## src/rtl/ddr_package.sv

```systemverilog
// Shared types and default timing constants for the DDR4 refresh scheduler.
// The pull-in window default only exists when REF_PULL_IN_EN is defined.
package ddr_package;

    typedef enum logic [2:0] {
        REF_IDLE,
        REF_TRACK,
        REF_DRAIN,
        REF_ISSUE,
        REF_RFC
    } ref_fsm_type;

    localparam int TREFI_DEFAULT        = 6240;
    localparam int TRFC_DEFAULT         = 280;
    localparam int MAX_POSTPONE_DEFAULT = 8;
    localparam int URGENT_THR_DEFAULT   = 6;
`ifdef REF_PULL_IN_EN
    localparam int PULLIN_WIN_DEFAULT   = 64;
`endif

endpackage

```

## src/rtl/ddr_ref_interval_timer.sv

```systemverilog
// tREFI interval counter: runs 0..TREFI-1 while en is high, clr forces it back to 0.
// tick is high for the single cycle in which the counter wraps.
module ddr_ref_interval_timer
    import ddr_package::*;
#(
    parameter int TREFI = TREFI_DEFAULT
) (
    input  logic clock_t,
    input  logic reset_n,
    input  logic en,
    input  logic clr,
    output logic tick
);

    localparam int CW = (TREFI > 1) ? $clog2(TREFI) : 1;
    localparam logic [CW-1:0] LAST = CW'(TREFI - 1);

    logic [CW-1:0] cnt_q, cnt_d;

    assign tick = en && !clr && (cnt_q == LAST);

    always_comb begin
        cnt_d = cnt_q;
        if (clr || tick) begin
            cnt_d = '0;
        end else if (en) begin
            cnt_d = cnt_q + 1'b1;
        end
    end

    always_ff @(posedge clock_t or negedge reset_n) begin
        if (!reset_n) begin
            cnt_q <= '0;
        end else begin
            cnt_q <= cnt_d;
        end
    end

endmodule

```

## src/rtl/ddr_refresh_scheduler.sv

```systemverilog
// DDR4 refresh scheduler: tracks owed refreshes, forces a drain when debt is high, issues REF, holds tRFC.
// Defining REF_PULL_IN_EN adds idle-window pull-in refreshes banked as credit against future ticks.
//
//  state     | meaning
//  REF_IDLE  | disabled, debt and interval cleared
//  REF_TRACK | counting intervals, refresh opportunistically when RW is idle
//  REF_DRAIN | debt at threshold, ref_urgent asks the RW engine to drain
//  REF_ISSUE | one-cycle REF strobe
//  REF_RFC   | tRFC busy window
module ddr_refresh_scheduler
    import ddr_package::*;
#(
    parameter int TREFI        = TREFI_DEFAULT,
    parameter int TRFC         = TRFC_DEFAULT,
    parameter int MAX_POSTPONE = MAX_POSTPONE_DEFAULT,
    parameter int URGENT_THR   = URGENT_THR_DEFAULT
`ifdef REF_PULL_IN_EN
    ,
    parameter int PULLIN_WIN   = PULLIN_WIN_DEFAULT
`endif
) (
    input  logic       clock_t,
    input  logic       reset_n,
    input  logic       enable,
    input  logic       rw_idle,
    output logic       ref_urgent,
    output logic       ref_cmd,
    output logic       ref_busy,
    output logic [3:0] ref_debt,
    output logic       ref_err
);

    localparam int RW = $clog2(TRFC + 1);
    localparam logic [RW-1:0] RFC_LOAD = RW'(TRFC - 1);
    localparam logic [3:0] DEBT_MAX = 4'(MAX_POSTPONE);
    localparam logic [3:0] DEBT_URG = 4'(URGENT_THR);

    ref_fsm_type   state_q;
    logic [RW-1:0] rfc_q;
    logic [3:0]    debt_q, debt_d;
    logic          err_q, err_d;
    logic          cmd_q, busy_q, urgent_q;
    logic          in_wait, go_idle, tmr_clr, tmr_en, tick;
    logic          issue_dec, tick_debt;
    logic          pull_go, pull_q, credit_avail;

    assign in_wait = (state_q == REF_TRACK) || (state_q == REF_DRAIN);
    assign go_idle = (state_q == REF_IDLE) || (in_wait && !enable) ||
                     ((state_q == REF_RFC) && (rfc_q == '0) && !enable);
    assign tmr_clr = (state_q == REF_IDLE) || (in_wait && !enable);
    assign tmr_en  = !tmr_clr;

    ddr_ref_interval_timer #(
        .TREFI (TREFI)
    ) u_interval (
        .clock_t (clock_t),
        .reset_n (reset_n),
        .en      (tmr_en),
        .clr     (tmr_clr),
        .tick    (tick)
    );

`ifdef REF_PULL_IN_EN
    localparam int IW = $clog2(PULLIN_WIN + 1);
    localparam logic [IW-1:0] IDLE_LAST = IW'(PULLIN_WIN - 1);

    logic [IW-1:0] idle_cnt_q;
    logic [3:0]    credit_q;
    logic          idle_run;

    assign idle_run     = (state_q == REF_TRACK) && enable && (debt_q == '0) && rw_idle &&
                          (credit_q < DEBT_MAX);
    assign pull_go      = idle_run && (idle_cnt_q == IDLE_LAST);
    assign credit_avail = (credit_q != '0);

    // pull_q marks the ISSUE cycle that was started by the idle window.
    always_ff @(posedge clock_t or negedge reset_n) begin
        if (!reset_n) begin
            idle_cnt_q <= '0;
            credit_q   <= '0;
            pull_q     <= 1'b0;
        end else begin
            pull_q     <= pull_go;
            idle_cnt_q <= (idle_run && !pull_go) ? idle_cnt_q + 1'b1 : '0;
            if (go_idle) begin
                credit_q <= '0;
            end else if (pull_q && !(tick && credit_avail)) begin
                credit_q <= credit_q + 1'b1;
            end else if (!pull_q && tick && credit_avail) begin
                credit_q <= credit_q - 1'b1;
            end
        end
    end
`else
    assign pull_go      = 1'b0;
    assign pull_q       = 1'b0;
    assign credit_avail = 1'b0;
`endif

    // A tick covered by pull-in credit never reaches the debt counter.
    assign issue_dec = (state_q == REF_ISSUE) && !pull_q;
    assign tick_debt = tick && !credit_avail;

    always_comb begin
        debt_d = debt_q;
        err_d  = err_q | (tick_debt && !issue_dec && (debt_q == DEBT_MAX));
        if (go_idle) begin
            debt_d = '0;
        end else if (tick_debt && !issue_dec && (debt_q != DEBT_MAX)) begin
            debt_d = debt_q + 1'b1;
        end else if (!tick_debt && issue_dec) begin
            debt_d = debt_q - 1'b1;
        end
    end

    always_ff @(posedge clock_t or negedge reset_n) begin
        if (!reset_n) begin
            debt_q <= '0;
            err_q  <= 1'b0;
        end else begin
            debt_q <= debt_d;
            err_q  <= err_d;
        end
    end

    always_ff @(posedge clock_t or negedge reset_n) begin
        if (!reset_n) begin
            state_q  <= REF_IDLE;
            rfc_q    <= '0;
            cmd_q    <= 1'b0;
            busy_q   <= 1'b0;
            urgent_q <= 1'b0;
        end else begin
            cmd_q    <= 1'b0;
            busy_q   <= 1'b0;
            urgent_q <= 1'b0;
            case (state_q)
                REF_IDLE: begin
                    if (enable) state_q <= REF_TRACK;
                end
                REF_TRACK: begin
                    if (!enable) begin
                        state_q <= REF_IDLE;
                    end else if (debt_q >= DEBT_URG) begin
                        state_q  <= REF_DRAIN;
                        urgent_q <= 1'b1;
                    end else if (((debt_q != '0) && rw_idle) || pull_go) begin
                        state_q <= REF_ISSUE;
                        cmd_q   <= 1'b1;
                    end
                end
                REF_DRAIN: begin
                    if (!enable) begin
                        state_q <= REF_IDLE;
                    end else if (rw_idle) begin
                        state_q <= REF_ISSUE;
                        cmd_q   <= 1'b1;
                    end else begin
                        urgent_q <= 1'b1;
                    end
                end
                REF_ISSUE: begin
                    state_q <= REF_RFC;
                    rfc_q   <= RFC_LOAD;
                    busy_q  <= 1'b1;
                end
                REF_RFC: begin
                    if (rfc_q == '0) begin
                        state_q <= enable ? REF_TRACK : REF_IDLE;
                    end else begin
                        rfc_q  <= rfc_q - 1'b1;
                        busy_q <= 1'b1;
                    end
                end
                default: state_q <= REF_IDLE;
            endcase
        end
    end

    assign ref_urgent = urgent_q;
    assign ref_cmd    = cmd_q;
    assign ref_busy   = busy_q;
    assign ref_debt   = debt_q;
    assign ref_err    = err_q;

endmodule
```

## config.mk

```make
export PLATFORM = sky130hd
export DESIGN_NAME = ddr_refresh_scheduler
export DESIGN_NICKNAME = d
export VERILOG_FILES = /design/src/rtl/ddr_package.sv /design/src/rtl/ddr_ref_interval_timer.sv /design/src/rtl/ddr_refresh_scheduler.sv
export SDC_FILE = /design/constraint.sdc
export NUM_CORES = 1
export LEC_CHECK = 0
export CORE_MARGIN = 4
export CORE_UTILIZATION = 35
export DETAILED_ROUTE_END_ITERATION = 8
export PLACE_DENSITY = 0.56
export SETUP_SLACK_MARGIN = 0.4
export SLEW_MARGIN = 20
export SYNTH_ARGS = -nofsm -noshare
export SYNTH_HDL_FRONTEND = slang
export SYNTH_SLANG_ARGS = --single-unit
export TNS_END_PERCENT = 1
```

## constraint.sdc

```tcl
create_clock -name clock_t -period 4.1 [get_ports clock_t]
set_clock_uncertainty 0.15 [all_clocks]
set_input_delay 0.82 -clock clock_t [delete_from_list [all_inputs] [get_ports clock_t]]
set_output_delay 0.82 -clock clock_t [all_outputs]
set_load 0.03 [all_outputs]
```

### Yosys cells after proc, flatten, opt, wreduce, memory -nomap -nowiden

Cells that the tools add are included.

| word-level totals | value |
|---|---|
| word-level logic and storage cells | 80 |
| bits in registers | 33 |
| output and inout bits | 8 |

| cells by class | value |
|---|---|
| eq/ne operators | 13 |
| add/subtract/negate cells | 4 |
| order comparisons | 1 |
| muxes and demuxes | 29 |
| reduce and logical (&&, ||, !) cells | 24 |
| bitwise operators | 1 |

Operators by type and width:

| kind | count |
|---|---|
| $mux W13 | 2 |
| $mux W3 | 7 |
| $pmux W9 S2 | 1 |
| $pmux W3 S5 | 1 |
| $add A13 B1 Y13 const B | 1 |
| $eq A13 B13 Y1 const B | 1 |
| $mux W4 | 3 |
| $mux W1 | 11 |
| $logic_and A1 B1 Y1 | 9 |
| $logic_not A9 Y1 | 1 |
| $mux W9 | 1 |
| $sub A9 B1 Y9 const B | 1 |
| $eq A3 B2 Y1 const B | 2 |
| $ne A2 B2 Y1 const B | 3 |
| $pmux W1 S2 | 3 |
| $add A4 B1 Y4 const B | 1 |
| $eq A4 B4 Y1 const B | 1 |
| $ge A4 B3 Y1 const B | 1 |
| $logic_not A1 Y1 | 4 |
| $logic_or A1 B1 Y1 | 4 |
| $ne A4 B2 Y1 const B | 1 |
| $ne A4 B4 Y1 const B | 1 |
| $reduce_and A4 Y1 | 1 |
| $reduce_bool A4 Y1 | 1 |
| 10 further kinds | 10 |

### Logic depth before layout (Yosys ltp)

Gate-level depths: netlist of run 1.

| depth | value |
|---|---|
| depth in word-level cells | 11 |
| depth in mapped cells | 11 |

### By module

A second synthesis of run 1 with hierarchy kept.

| second synthesis, totals | value |
|---|---|
| cell total of the unflattened synthesis | 181 |
| area, all modules | 1820.5 sq um |

By module, submodules not included:

| module | area an instance (sq um) | cells an instance | instances | seq. area each (sq um) |
|---|---|---|---|---|
| ddr_refresh_scheduler | 1121.1 | 116 | 1 | 500.5 |
| ddr_ref_interval_timer | 699.4 | 65 | 1 | 325.3 |

### Worst setup path before layout of run 1

No wires, ideal clock.

| path | value |
|---|---|
| path type | register to register |
| start | register u_interval.cnt_q[0] |
| end | register debt_q[3], in the netlist ref_debt[3] |
| path slack | 1.220 ns |
| stages on the path, launching flop included | 12 |
| data arrival time | 2.642 ns |
| required time | 3.862 ns |
| setup time | 0.088 ns |
| cells stage by stage | dfrtp_1 -> ha_1 -> and4_1 -> buf_4 -> nand4_2 -> buf_6 -> or3_1 -> ha_1 -> nand3_1 -> and2_1 -> or4_1 -> a41oi_1 |

| between the ends | value |
|---|---|
| cells in the longest elaborated chain, start to end | 6 |
| elaborated cells between the ends (all ways) | 9 |
| those cells by class | eq/ne: 1; mux: 2; reduce/logical: 6 |

RTL lines:

| item | line | text |
|---|---|---|
| start: declaration | ddr_ref_interval_timer.sv:18 | `logic [CW-1:0] cnt_q, cnt_d;` |
| start signal: assignment | ddr_ref_interval_timer.sv:35 | `cnt_q <= cnt_d;` |
| $eq A13 B13 Y1 (*) | ddr_ref_interval_timer.sv:20 | `assign tick = en && !clr && (cnt_q == LAST);` |
| $logic_and A1 B1 Y1 (*) | ddr_ref_interval_timer.sv:20 |  |
| $logic_and A1 B1 Y1 (2 in a row) | ddr_refresh_scheduler.sv:109 | `end else if (tick_debt && !issue_dec && (debt_q != DEBT_MAX)) begin` |
| $mux W4 | ddr_refresh_scheduler.sv:109 |  |
| $mux W4 | ddr_refresh_scheduler.sv:107 | `if (go_idle) begin` |
| end signal: assignment | ddr_refresh_scheduler.sv:121 | `debt_q <= debt_d;` |
| end: declaration | ddr_refresh_scheduler.sv:40 | `logic [3:0] debt_q, debt_d;` |

Mark *: on every way between the ends. The rest lies on a longest branch, timed or not.
A chain may end at the register's enable or synchronous reset.

### Worst setup path in the final report of run 1

Same ends and word-level chain as after synthesis.

==> results of run 1 <==
-- metal layers --
layer	track usage	wire, µm	up-vias
met1	0.172	1750	680
met3	0.0392	145	8
met2	0.173	1520	31
met5	0	0	-
li1	-	-	708
met4	0.0541	63	0
-- sequential cells by signal, indices dropped and copies added (netlist names) --
register	count
ref_cmd	1
state_q	3
u_interval.cnt_q	13
ref_urgent	1
ref_err	1
ref_busy	1
rfc_q	9
ref_debt	4
-- kinds of logic after synthesis --
group,after synthesis
AO/OA/AOI/OAI,43
XOR/XNOR,12
adder cells (fa/ha/maj),5
buffers and inverters,15
flip-flops,33
multiplexers,3
AND/OR/NAND/NOR,76
-- worst paths after layout --
check                                     from          end  slack (ns)  cells after the start
setup / recovery           u_interval.cnt_q[0]  ref_debt[3]        0.91                      9
hold / removal                         ref_err      ref_err        0.30                      1
setup reg to reg           u_interval.cnt_q[0]  ref_debt[3]        0.91                      9
hold reg to reg                        ref_err      ref_err        0.30                      1
max in group asynchronous              reset_n     ref_busy        2.70                      2
min in group asynchronous              reset_n  ref_debt[3]        0.80                      2
-- power groups by stage --
stage | clock network (µW) | registers [µW] | logic [µW]
after floorplan | 0 | 366 | 70.1
after global placement | 0 | 371 | 90.6
after detailed placement | 0 | 371 | 92.0
after CTS | 258 | 365 | 93.1
after global routing | 272 | 370 | 106
final | 244 | 366 | 91.4
-- final cells by class --
class / instances / area [µm²]
fill: 511 / 2990
sequential: 33 / 826
tap: 70 / 87.6
clock buffer: 7 / 86.3
timing repair buffer: 13 / 125
multi-input combinational: 139 / 935
inverter: 7 / 26.3
-- synthesized netlist by cell type (2+ instances only) --
cell type  instances  share of area
dfrtp_1           33           0.45
nor2_1            16          0.033
a21oi_1           14          0.038
nand3_1           10          0.027
nand2_1            8          0.016
inv_1              7          0.014
nor3_1             7          0.019
o21ai_0            7          0.019
xnor2_1            6          0.029
xor2_1             6          0.029
a31oi_1            4          0.014
ha_1               4          0.027
nand2b_1           4          0.014
or3_1              4          0.014
buf_2              3         0.0082
clkbuf_1           3         0.0061
mux2i_1            3          0.016
nand4_1            3          0.010
or2_1              3          0.010
a211oi_1           2         0.0082
and2_1             2         0.0068
and3_1             2         0.0068
and4_1             2         0.0096
nand3b_1           2         0.0082
nor4_1             2         0.0068
o21bai_1           2         0.0082
o31a_1             2         0.0096
o31ai_1            2         0.0082
or3b_2             2         0.0096
or4_1              2         0.0082
-- through the flow --
step                      utilization  instances  cell area, µm²
final                           0.411        269            2090
after global routing            0.411        269            2090
after CTS                       0.411        269            2090
after detailed placement        0.394        262            2000
after global placement          0.394        262            2000
after floorplan                     -        187            1830
-- critical path, stage by stage, from the launching register on --
cell and delay [ns]:
dfrtp_1 0.37, ha_1 0.21, and4_1 0.37, nand4_2 0.31, or3_1 0.50, ha_1 0.35
nand3_1 0.11, and2_1 0.17, or4_1 0.39, a41oi_1 0.18
==> results.json, run 1 <==
{
  "synthAdderAreaFrac": 0.0383,
  "worst_pin_slew_ns": 0.691,
  "postCtsSetupBuffers": 0,
  "start_kind": "flip-flop",
  "final_common_cell": "dfrtp_1",
  "crit_required_ns": 4.15,
  "ctsHoldBuffers": 0,
  "p_leak_uw": 0.000872,
  "diodes": 0,
  "min_path_type": "flip-flop to flip-flop",
  "synthXorXnorAreaFrac": 0.0574,
  "first_pass_iters": 4,
  "die-area_um2": 6460,
  "num_vias": 1427,
  "final_cell_mix": "dfrtp_1 (33), nor2_1 (16), a21oi_1 (14), clkdlybuf4s50_1 (11), nand3_1 (10)",
  "viasPerCell": 5.30,
  "synth_edf_count": 0,
  "synth_top_family_by_area": "simple AND/OR/NAND/NOR gates",
  "cts_root_buffer": "clkbuf_8",
  "io_buffers": 11,
  "hold_violations": 0,
  "setup_ws_ns": 0.909,
  "drtIter0Drc": 90,
  "p_total_uw": 702,
  "drive_gt1_frac": 0.0754,
  "cp.arrival_ns": 3.24,
  "p_int_uw": 518,
  "pre_cts_ws_ns": 0.655,
  "rsz0062_at_grt": "false",
  "fin_nets": 208,
  "track_usage": 0.123,
  "gp_congestion": 0.834,
  "setup-tns-final_ns": 0,
  "avgSynthCellArea_um2": 9.80,
  "clk_pin_slew_worst_paths_ns": 0.07,
  "rows": 26,
  "status": "finished, final reports clean",
  "cts.htree.levels": 2,
  "synth_cells": 187,
  "grt_pass1_vias": 1298,
  "setup_viol": 0,
  "cts_sinks": 33,
  "synth_simple_gate_area_frac": 0.244,
  "core_area_um2": 5070,
  "wire_per_inst_um": 13.0,
  "drv_slew": 0,
  "area_growth_pct": 13.9,
  "final_antenna_net_count": 0,
  "drv_cap": 0,
  "endpoint_kind": "flip-flop",
  "seq_area_frac_synth": 0.451,
  "p_seq_frac": 0.521,
  "die_w_um": 80.3,
  "synth_compound_area_frac": 0.154,
  "cts_max_path_buffers": 2,
  "yosysWarnings": 0,
  "switchingPower_uw": 183,
  "cts_tree": "done",
  "drc": 0,
  "yosysUniqueCellTypes": 50,
  "ys.flop_type": "dfrtp_1",
  "combPwrFrac": 0.130,
  "grt_max_degree": 34,
  "min_period_ns": 3.19,
  "initial_core_util": 0.361,
  "ios": 12,
  "cts_resized": 0,
  "hpwl_um": 2380,
  "antenna_found_initial": 0,
  "grt_pass1_wl_um": 6150,
  "numCtsBuffers": 5,
  "power_frac_clock": 0.348,
  "wirelength_um": 3490,
  "clock_latency_ns": 0.28,
  "grt_overflow_total": 0,
  "fp.dieH_um": 80.3,
  "clock.fmax_mhz": 313,
  "powerDensity_nw_per_um2": 336,
  "critPathKind": "flip-flop to flip-flop",
  "timing.hold.ws_ns": 0.304,
  "synth-seq-cells": 33,
  "path_max_fanout": 11,
  "switching_share": 0.261,
  "max_slew_margin": 0.535,
  "muxShareOfSynthArea": 0.0164,
  "ir_drop_mv": 0.212,
  "synthArstFlopShare": 1.00,
  "syn_area_um2": 1830,
  "synth_fp_nets": 196,
  "finalCritPeriodShare": 0.778
}
No activity file was read; power rests on OpenSTA's default activity.
==> run 2: changes to the inputs <==
Clock period 4.1 ns to 3.3 ns, I/O delays scaled along.
==> run 2 against run 1 <==
Effect of this change: combinational power is 27% higher; clock power increased by 64%; setup slack lost 0.39 ns; die area did not move; routed wire length increased by 7.6%; cell count is 2.2% higher; first-iteration DRC count is 3.3% lower; register-to-register slack worse by 0.37 ns; non-clock buffer count increased by 5; sequential share of layout area down 1.8 points; largest cell class unchanged.
==> results.json, run 2 (synthesis results as in run 1) <==
{
  "setup_viol": 0,
  "grt_pass1_wl_um": 6530,
  "setup-tns-final_ns": 0,
  "rows": 26,
  "num-fill-cells": 525,
  "grt_pass1_vias": 1380,
  "crit_required_ns": 3.36,
  "clk_pin_slew_worst_paths_ns": 0.07,
  "track_usage": 0.133,
  "min_period_ns": 2.78,
  "critPathLaunch": "enable",
  "wire_per_inst_um": 13.6,
  "final_cell_mix": "dfrtp_1 (33), nor2_1 (16), a21oi_1 (14), clkdlybuf4s50_1 (11), nand3_1 (10)",
  "clock_latency_ns": 0.29,
  "power_frac_clock": 0.412,
  "antenna_found_initial": 0,
  "cp.arrival_ns": 2.84,
  "diodes": 0,
  "fin_nets": 213,
  "path_max_fanout": 5,
  "drv_slew": 0,
  "cts_sinks": 33,
  "top_register": "u_interval.cnt_q",
  "p_total_uw": 969,
  "critPathKind": "input pin to flip-flop",
  "largest_reg_flops": 13,
  "p_leak_uw": 0.000912,
  "combPwrFrac": 0.120,
  "r2r-start": "u_interval.cnt_q[7]",
  "switching_share": 0.252,
  "regArea_um2": 826,
  "max_slew_margin": 0.704,
  "min_path_type": "flip-flop to flip-flop",
  "gp_congestion": 0.782,
  "first_pass_iters": 4,
  "reg2reg_slack_ns": 0.54,
  "wirelength_um": 3750,
  "r2r_cells": 8,
  "status": "finished, final reports clean",
  "num_vias": 1436,
  "die-area_um2": 6460,
  "io_buffers": 11,
  "critical_path.endpoint": "ref_debt[3]",
  "core_area_um2": 5070,
  "ios": 12,
  "initial_core_util": 0.361,
  "final_antenna_net_count": 0,
  "drc": 0,
  "cts_tree": "done",
  "p_seq_frac": 0.468,
  "grt_max_degree": 34,
  "ir_drop_mv": 0.193,
  "drv_cap": 0,
  "r2r-end": "ref_debt[3]",
  "fp.dieH_um": 80.3,
  "hold_violations": 0,
  "start_kind": "input pin",
  "powerDensity_nw_per_um2": 444,
  "hold_path.startpoint": "ref_err",
  "area_growth_pct": 19.2,
  "finalCritPeriodShare": 0.844,
  "numCtsBuffers": 5,
  "drive_gt1_frac": 0.127,
  "switchingPower_uw": 244,
  "drtIter0Drc": 87,
  "endpoint_kind": "flip-flop",
  "hpwl_um": 2460,
  "p_int_uw": 725,
  "rsz0062_at_grt": "false",
  "cts_max_path_buffers": 2,
  "cts_root_buffer": "clkbuf_8",
  "cts.htree.levels": 2,
  "worst_pin_slew_ns": 0.445,
  "die_w_um": 80.3,
  "clock.fmax_mhz": 359,
  "ctsHoldBuffers": 0,
  "final_common_cell": "dfrtp_1",
  "multi_input_area_um2": 965,
  "viasPerCell": 5.22,
  "grt_overflow_total": 0
}
-- run 2: cell type report --
class / count / area share
timing repair buffer: 18 / 0.0745
clock buffer: 7 / 0.0395
multi-input combinational: 139 / 0.442
inverter: 7 / 0.0120
clock inverter: 1 / 0.0138
sequential: 33 / 0.378
tap: 70 / 0.0401
-- run 2: timing repair --
item,CTS,global route
buffers inserted,0,2
gates resized for setup,1,5
setup endpoints to repair,1,2
-- run 2: worst min path at each step --
stage,slack [ns],end,cells past startpoint
global placement,0.29,ref_err,1
CTS,0.31,u_interval.cnt_q[0],1
global route,0.34,ref_err,1
detailed placement,0.30,ref_err,1
finish,0.31,ref_err,1
floorplan,0.21,ref_busy,0
-- run 2: metal layers --
| metal | GRT usage | wire length, µm | vias to the layer above |
|---|---|---|---|
| met5 | 0 | 0 | - |
| met4 | 0.0507 | 62 | 0 |
| met3 | 0.0370 | 120 | 7 |
| met2 | 0.204 | 1680 | 21 |
| met1 | 0.176 | 1890 | 686 |
| li1 | - | - | 722 |
-- run 2: per-stage QoR --
| stage | area, µm² | hold WS, ns | worst slack [ns] | util | cells |
|---|---|---|---|---|---|
| after floorplan | 1830 | 0.214 | 0.420 | - | 187 |
| after global placement | 2020 | 0.290 | 0.235 | 0.398 | 265 |
| after detailed placement | 2020 | 0.300 | 0.154 | 0.398 | 265 |
| after CTS | 2140 | 0.314 | 0.401 | 0.422 | 273 |
| after global routing | 2180 | 0.339 | 0.393 | 0.430 | 275 |
| final | 2180 | 0.313 | 0.515 | 0.430 | 275 |
-- run 2: power by group through the flow --
| stage | clock network [µW] | logic (µW) | registers (µW) |
|---|---|---|---|
| after detailed placement | 0 | 117 | 461 |
| after global routing | 432 | 134 | 458 |
| after floorplan | 0 | 87.0 | 454 |
| final | 399 | 116 | 454 |
| after global placement | 0 | 114 | 461 |
| after CTS | 411 | 118 | 453 |
-- run 2: critical path, stage by stage --
cell,delay (ns)
clkdlybuf4s50_1,0.56
a21oi_1,0.11
or3_4,0.36
ha_4,0.29
nand3_1,0.09
and2_1,0.18
or4_1,0.41
a41oi_2,0.17
==> run 3: changes to the inputs <==
Settings changed: PLACE_DENSITY 0.56 to 0.58.
Clock period 3.3 ns to 2.45 ns, I/O delays scaled along.
==> run 3 against run 2 <==
Effect of this change: the run now ends with negative setup slack left; total power rose by 31%; first-iteration DRC count fell by 9.2%; clock power rose by 15%; global-route usage rose by 0.40 points; sequential power rose by 35%; via count rose by 3.9%; cell count rose by 8.4%; design area rose by 11%; critical path depth rose by 1; register-to-register slack got worse by 0.67 ns; sequential cell count did not move; highest routed layer unchanged.
==> results.json, run 3 (synthesis results as in run 1) <==
{
  "postCtsSetupBuffers": 0,
  "pre_cts_ws_ns": -0.381,
  "cp_top_family": "simple AND/OR/NAND/NOR gates",
  "final_antenna_net_count": 0,
  "critPathMaxStageDelay_ns": 0.41,
  "regArea_um2": 827,
  "clock.fmax_mhz": 387,
  "ir_drop_mv": 0.267,
  "largest_reg_flops": 13,
  "top_register": "u_interval.cnt_q",
  "grt_pass1_wl_um": 6800,
  "num-fill-cells": 512,
  "endpoint_kind": "flip-flop",
  "num_vias": 1492,
  "drive_gt1_frac": 0.272,
  "die-area_um2": 6460,
  "setup_viol": 2,
  "final_cell_mix": "dfrtp_1 (32), buf_4 (29), nor2_1 (16), a21oi_1 (14), nand3_1 (9)",
  "path_max_fanout": 3,
  "ctsHoldBuffers": 0,
  "cp.arrival_ns": 2.64,
  "p_leak_uw": 0.00108,
  "grt_max_degree": 34,
  "ios": 12,
  "finalCritPeriodShare": 1.05,
  "grt_pass1_vias": 1414,
  "fin_area_um2": 2420,
  "min_period_ns": 2.58,
  "multi_input_area_um2": 1040,
  "cts_root_buffer": "clkbuf_8",
  "fin_nets": 236,
  "core_area_um2": 5070,
  "start_kind": "flip-flop",
  "first_pass_iters": 5,
  "setup_ws_ns": -0.133,
  "wire_per_inst_um": 13.3,
  "area_growth_pct": 31.9,
  "rsz0062_at_grt": "true",
  "wirelength_um": 3960,
  "cp_cell_sequence": "ha_2, and4_4, nand4_4, or3_4, ha_4, nand3_2, and2_4, or4_4, a41oi_2",
  "die_w_um": 80.3,
  "cts_sinks": 33,
  "cts_tree": "done",
  "grt_overflow_total": 0,
  "track_usage": 0.137,
  "io_buffers": 11,
  "setup-tns-final_ns": -0.175,
  "min_path_type": "flip-flop to flip-flop",
  "path_buf_inv": 0,
  "viasPerCell": 5.01,
  "fp.dieH_um": 80.3,
  "diodes": 0,
  "rows": 26,
  "status": "finished, violations left",
  "max_slew_margin": 0.632,
  "clock_latency_ns": 0.29,
  "drc": 0,
  "gp_congestion": 0.788,
  "critPathKind": "flip-flop to flip-flop",
  "powerDensity_nw_per_um2": 526,
  "final_common_cell": "dfrtp_1",
  "dpl-instance-area_um2": 2240,
  "drv_cap": 0,
  "antenna_found_initial": 0,
  "slowest_stage": "or4_4",
  "crit_required_ns": 2.51,
  "drtIter0Drc": 79,
  "worst_pin_slew_ns": 0.546,
  "clk_pin_slew_worst_paths_ns": 0.08,
  "numCtsBuffers": 5,
  "hold_violations": 0,
  "cts.htree.levels": 2,
  "hpwl_um": 2710,
  "initial_core_util": 0.361,
  "drv_slew": 0,
  "cts_max_path_buffers": 2,
  "violations": "negative setup slack",
  "reg2reg_slack_ns": -0.13
}
run 3: final timing paths:
kind                                      from             endpoint  cells after the start
max                        u_interval.cnt_q[1]          ref_debt[3]                      9
min                                    ref_err              ref_err                      1
max reg2reg                u_interval.cnt_q[1]          ref_debt[3]                      9
min reg2reg                            ref_err              ref_err                      1
max in group asynchronous              reset_n             rfc_q[3]                      2
min in group asynchronous              reset_n  u_interval.cnt_q[1]                      2
run 3: worst register-to-register path: cells and delay by family (launching register included):
family                     cells  cell delay, ns
and+or+nand+nor                6            1.35
adders and majority gates      2            0.49
DFF                            1            0.37
AOI/OAI and AO/OA              1            0.14
run 3: per-stage QoR:
stage                     cells  hold WS [ns]  total power, µW  utilization
after global placement      290         0.291              779        0.442
after detailed placement    290         0.298              782        0.442
after CTS                   298         0.313             1270        0.467
after global routing        298         0.343             1350        0.476
final                       298         0.306             1270        0.476
after floorplan             187        0.0444              729            -
run 3: area by class of cell:
cell class	count	area share
clock buffers	7	0.0399
repair buffers	41	0.138
inverters	7	0.0109
well taps	70	0.0363
flip-flops and latches	33	0.342
multi-input cells	139	0.430
clock inverters	1	0.00207
run 3: power breakdown:
| group | internal [µW] | switching [µW] | leakage, µW |
|---|---|---|---|
| combinational | 91.0 | 108 | 0.000574 |
| sequential | 577 | 38.3 | 0.000449 |
| clock | 254 | 204 | 0.0000542 |
| total | 922 | 350 | 0.00108 |
run 3: repair_timing:
item | in CTS | in global routing
resized for setup | 12 | 10
endpoints found under the setup margin | 17 | 7
endpoints found under the hold margin | 0 | 0
pin swaps | 2 | 5
run 3: metal layers:
layer  track usage  wire (µm)
met1         0.183       1890
met2         0.210       1890
met3        0.0415        131
met4        0.0456         55
met5             0          0
